--- config.mk ---
export PLATFORM = sky130hd
export DESIGN_NAME = carry_add_scheduler
export DESIGN_NICKNAME = d
export VERILOG_FILES = /design/src/rtl/carry_add_scheduler.sv
export SDC_FILE = /design/constraint.sdc
export NUM_CORES = 1
export LEC_CHECK = 0
export BUFFER_PORTS_ARGS = -buffer_cell sky130_fd_sc_hd__buf_2
export CAP_MARGIN = 5
export CELL_PAD_IN_SITES_DETAIL_PLACEMENT = 1
export CELL_PAD_IN_SITES_GLOBAL_PLACEMENT = 2
export CORE_MARGIN = 3
export CORE_UTILIZATION = 33
export CTS_CLUSTER_DIAMETER = 40
export DETAILED_ROUTE_END_ITERATION = 6
export HOLD_SLACK_MARGIN = 0.15
export PLACE_DENSITY_LB_ADDON = 0.1
export SKIP_LAST_GASP = 1
export SYNTH_ARGS = -nofsm -noshare
export SYNTH_HDL_FRONTEND = slang
export SYNTH_SLANG_ARGS = --single-unit
--- constraint.sdc ---
create_clock -name clk -period 10.6 [get_ports clk]
set_clock_uncertainty 0.05 [all_clocks]
set_input_delay 0.53 -clock clk [delete_from_list [all_inputs] [get_ports clk]]
set_output_delay 0.53 -clock clk [all_outputs]
set_load 0.02 [all_outputs]
--- src/rtl/carry_add_scheduler.sv ---
// carry_add_scheduler: two requesters share one N/2-bit ripple adder.
// Each operation runs low half then high half, with the low carry folded
// into the upper half-sum by a separate increment step.
module carry_add_scheduler #(
    parameter int N  = 32,
    parameter int CW = 16
) (
    input  logic         clk,
    input  logic         rst,
    input  logic         req0_valid,
    input  logic [N-1:0] req0_a,
    input  logic [N-1:0] req0_b,
    output logic         req0_ready,
    input  logic         req1_valid,
    input  logic [N-1:0] req1_a,
    input  logic [N-1:0] req1_b,
    output logic         req1_ready,
    output logic         resp_valid,
    input  logic         resp_ready,
    output logic [N:0]   resp_sum,
    output logic         resp_id,
    output logic [CW-1:0] op_count
);
    localparam int H = N / 2;

    typedef enum logic [1:0] {IDLE, LOW, HIGH, DONE} state_t;

    state_t       state;
    logic [N-1:0] a_q, b_q;
    logic         id_q;
    logic         ptr;
    logic [H-1:0] lo_q;
    logic         c0;

    // Grant: a lone requester wins; on contention the pointer decides.
    logic any_req, gnt1;
    assign any_req    = req0_valid | req1_valid;
    assign gnt1       = req1_valid & (~req0_valid | ptr);
    assign req0_ready = ~rst & (state == IDLE) & req0_valid & ~gnt1;
    assign req1_ready = ~rst & (state == IDLE) & gnt1;

    // Shared adder operand select: high halves only while in HIGH.
    logic [H-1:0] add_a, add_b;
    always_comb begin
        add_a = a_q[H-1:0];
        add_b = b_q[H-1:0];
        if (state == HIGH) begin
            add_a = a_q[N-1:H];
            add_b = b_q[N-1:H];
        end
    end

    // Shared N/2-bit ripple-carry adder, carry-in fixed at 0.
    logic [H:0]   rc;
    logic [H-1:0] add_s;
    always_comb begin
        rc    = '0;
        add_s = '0;
        for (int i = 0; i < H; i++) begin
            add_s[i]  = add_a[i] ^ add_b[i] ^ rc[i];
            rc[i+1]   = (add_a[i] & add_b[i]) | (rc[i] & (add_a[i] ^ add_b[i]));
        end
    end

    // Carry-increment: fold the low-half carry into the upper half-sum.
    logic [H:0] inc_s;
    assign inc_s = {1'b0, add_s} + {{H{1'b0}}, c0};

    // Sequencer: accept, low half, high half, then hold until consumed.
    always_ff @(posedge clk) begin
        if (rst) begin
            state      <= IDLE;
            ptr        <= 1'b0;
            a_q        <= '0;
            b_q        <= '0;
            id_q       <= 1'b0;
            lo_q       <= '0;
            c0         <= 1'b0;
            resp_valid <= 1'b0;
            resp_sum   <= '0;
            resp_id    <= 1'b0;
            op_count   <= '0;
        end else begin
            case (state)
                IDLE: begin
                    if (any_req) begin
                        a_q   <= gnt1 ? req1_a : req0_a;
                        b_q   <= gnt1 ? req1_b : req0_b;
                        id_q  <= gnt1;
                        ptr   <= ~gnt1;
                        state <= LOW;
                    end
                end
                LOW: begin
                    lo_q  <= add_s;
                    c0    <= rc[H];
                    state <= HIGH;
                end
                HIGH: begin
                    resp_sum   <= {rc[H] | inc_s[H], inc_s[H-1:0], lo_q};
                    resp_id    <= id_q;
                    resp_valid <= 1'b1;
                    state      <= DONE;
                end
                DONE: begin
                    if (resp_ready) begin
                        resp_valid <= 1'b0;
                        op_count   <= op_count + CW'(1);
                        state      <= IDLE;
                    end
                end
                default: state <= IDLE;
            endcase
        end
    end
endmodule

==> flow_metrics.env <==
export IMPL_cts_tree="built"
export IMPL_die_x_um=141
export IMPL_numCtsBuffers=17
export IMPL_fill_cells=2046
export IMPL_rsz0062_at_grt="false"
export IMPL_grt_ovfl_total=0
export IMPL_routedWlPerCell_um=19.2
export IMPL_nets=915
export IMPL_final_seq_area_um2=2720
export IMPL_dr_pass1_iters=7
export IMPL_grt_pass1_wl_um=30400
export IMPL_core_um2=17500
export IMPL_area_growth_pct=29.2
export IMPL_vias=5385
export IMPL_viasPerCell=5.40
export IMPL_cts_hold_buf=0
export IMPL_cp_arrival_ns=7.80
export IMPL_multiInputGateArea_um2=3100
export IMPL_seq_area_frac_synth_pct=45.3
export IMPL_drtAntennaViolNets=0
export IMPL_p_per_area_nw_per_um2=277
export IMPL_drive_gt1_share_pct=32.6
export IMPL_cts_buffer_depth=2
export IMPL_cts_setup_buffers=0
export IMPL_final_instance_count_excl_fill=997
export IMPL_maxSlewHeadroom_pct=27.4
export IMPL_gp_congestion=0.850
export IMPL_h_tree_depth=4
export IMPL_status="complete, but fails checks"
export IMPL_worst_pin_slew_ns=1.09
export IMPL_wirelength_um=19200
export IMPL_setup_ws_ns=3.08
export IMPL_synth_warnings=0
export IMPL_crit_path_start_kind="flip-flop"
export IMPL_hold_viol=0
export IMPL_grt_pass1_vias=5642
export IMPL_p_leak_nw=3.26
export IMPL_drt_iter0_drc=545
export IMPL_placed_cells=965
export IMPL_hpwl_um=14100
export IMPL_rows=48
export IMPL_end_kind="flip-flop"
export IMPL_start_util_pct=34.2
export IMPL_clock_sinks=136
export IMPL_cp_required_ns=10.88
export IMPL_insertion_delay_ns=0.43
export IMPL_boundaryPins=186
export IMPL_crit_path_max_fanout=33
export IMPL_place_ws_ns=3.10
export IMPL_peakVddDrop_uv=134
export IMPL_drv_slew=0
export IMPL_syn_area_per_cell_um2=9.99
export IMPL_regToRegSetupSlack_ns=3.08
export IMPL_remaining_drc_errors=18
export IMPL_ys_types=40
export IMPL_cts_root_buffer="clkbuf_16"
export IMPL_finalSetupViolCount=0
export IMPL_mappedNetlistNets=757
export IMPL_dieArea_um2=19900
export IMPL_post_cts_resized=0
export IMPL_max_freq_ghz=0.133
export IMPL_insertedDiodeCount=0
export IMPL_max_cap_viol_count=0
export IMPL_syn_area_um2=6000
export IMPL_worstHoldPathType="in2reg"
export IMPL_grt_use_total_pct=19.5
export IMPL_whs_ns=0.308
export IMPL_violations="design-rule violations"
export IMPL_tns_ns=0
export IMPL_period_needed_ns=7.52
export IMPL_netlist_instances=601
export IMPL_cts_clk_slew_worst_paths_ns=0.06
export IMPL_ys_seq_elements=136
export IMPL_grt_max_degree=73
export IMPL_io_buffer_count=185
export IMPL_antenna_found_initial=4
export IMPL_power_mw=2.14
export IMPL_crit_type="reg2reg"
export IMPL_die_h_um=141
export IMPL_min_period_over_period_pct=70.9
-- cell usage in the layout (no fill, tap or decap), drive strengths merged, types with 2 or more instances in the layout --
cell type / Yosys / final
a21oi: 10 / 10
bufinv: 0 / 4
buf: 8 / 190
dfxtp: 136 / 136
nand2b: 4 / 4
clkinvlp: 0 / 2
ha: 8 / 8
nand2: 15 / 15
inv: 9 / 10
nor2: 131 / 131
clkbuf: 43 / 21
o21ai: 6 / 6
nand4: 10 / 10
o22ai: 2 / 2
or3: 4 / 4
and2: 2 / 2
a311oi: 4 / 4
xnor2: 4 / 4
a222oi: 64 / 64
clkinv: 0 / 4
nor3b: 3 / 3
xor2: 18 / 18
and4: 5 / 5
nor2b: 4 / 4
mux2i: 45 / 45
fa: 15 / 15
a211oi: 11 / 11
nand3: 8 / 8
nor3: 2 / 2
mux2: 20 / 20
-- synthesized netlist by cell type, drive strengths merged --
| master | n | area (um^2) |
|---|---|---|
| nor3 | 2 | 10.0 |
| nor3b | 3 | 33.8 |
| or2b | 1 | 7.51 |
| or3b | 1 | 8.76 |
| or4 | 1 | 7.51 |
| and4bb | 1 | 12.5 |
| mux2i | 45 | 450 |
| nand3 | 8 | 45.0 |
| nor2 | 131 | 492 |
| ha | 8 | 100 |
| fa | 15 | 300 |
| mux2 | 20 | 225 |
| or4b | 1 | 10.0 |
| and4 | 5 | 43.8 |
| xnor2 | 4 | 35.0 |
| xor2 | 18 | 158 |
| a21oi | 10 | 50.1 |
| and3 | 1 | 6.26 |
| o21ai | 6 | 30.0 |
| nor4b | 1 | 23.8 |
| a211oi | 11 | 82.6 |
| nand3b | 1 | 7.51 |
| and2 | 2 | 12.5 |
| buf | 8 | 30.0 |
| a311oi | 4 | 41.3 |
| o22ai | 2 | 12.5 |
| a222oi | 64 | 641 |
| dfxtp | 136 | 2720 |
| nor2b | 4 | 25.0 |
| nand4 | 10 | 62.6 |
| inv | 9 | 33.8 |
| o311ai | 1 | 8.76 |
| or3 | 4 | 25.0 |
| nand2 | 15 | 56.3 |
| nand2b | 4 | 25.0 |
| clkbuf | 43 | 161 |
| o31ai | 1 | 7.51 |
-- per-layer routing --
metal / up-vias / global-route usage [%] / share of wire, %
met2: 188 / 32.2 / 50
met3: 30 / 5.63 / 7.2
met1: 2616 / 24.4 / 41
li1: 2543 / - / -
met4: 8 / 6.43 / 1.5
met5: - / 0 / 0.22
-- area by class of cell --
type / instances / share of cell area [%]
multi-input cells: 405 / 40.0
clock inverters: 11 / 2.16
repair buffers: 190 / 12.5
clock buffers: 21 / 6.20
well taps: 225 / 3.63
flip-flops and latches: 136 / 35.1
inverters: 9 / 0.436
-- cell families (layout without fill, tap and decap cells) --
kind of cell | count (synthesis) | after routing | synth area share (%)
AO/OA/AOI/OAI | 99 | 99 | 14.5
XOR/XNOR | 22 | 22 | 3.21
adder cells (fa/ha/maj) | 23 | 23 | 6.67
buffers and inverters | 60 | 231 | 3.75
flip-flops | 136 | 136 | 45.3
multiplexers | 65 | 65 | 11.3
AND/OR/NAND/NOR | 196 | 196 | 15.2
-- power breakdown --
group	leakage, nW	switching [mW]	internal [mW]
Clock	0.315	0.225	0.418
Combinational	1.84	0.476	0.321
Sequential	1.11	0.0790	0.625
Total	3.26	0.781	1.36
-- worst max-delay path, cell delays in order (launching register included) --
cell and delay [ns]:
dfxtp_1 0.34, inv_1 0.13, ha_4 0.49, mux2_2 0.39
ha_1 0.21, fa_1 0.36, inv_1 0.07, fa_1 0.18
fa_1 0.18, fa_1 0.20, fa_1 0.19, fa_1 0.20
inv_1 0.06, fa_1 0.38, fa_1 0.40, fa_1 0.41
fa_1 0.41, fa_1 0.40, fa_1 0.39, fa_1 0.37
inv_1 0.08, fa_1 0.15, inv_1 0.05, fa_1 0.53
or4b_1 0.49, a311oi_2 0.28
-- metrics by stage --
step / utilization, % / instance area [um^2]
after floorplan: - / 6000
after global placement: 40.5 / 7110
after detailed placement: 40.5 / 7110
after CTS: 44.2 / 7750
after global routing: 44.2 / 7750
final: 44.2 / 7750
-- flip-flops by register name, indices dropped and copies added, names as in the netlist --
name        count
a_q            32
b_q            32
c0              1
id_q            1
lo_q           16
op_count       16
ptr             1
resp_id         1
resp_sum       33
resp_valid      1
state           2
-- final timing paths --
kind,from,endpoint,cells past startpoint
worst min register to register,resp_sum[19]$_SDFFE_PP0P_,resp_sum[19]$_SDFFE_PP0P_,2
worst max register to register,state[0]$_SDFFE_PP0P_,resp_sum[32]$_SDFFE_PP0P_,25
worst min-delay path,req0_b[2],b_q[2]$_SDFFE_PP0P_,3
worst max-delay path,state[0]$_SDFFE_PP0P_,resp_sum[32]$_SDFFE_PP0P_,25
Note: power is estimated with default switching activity, not from simulation.
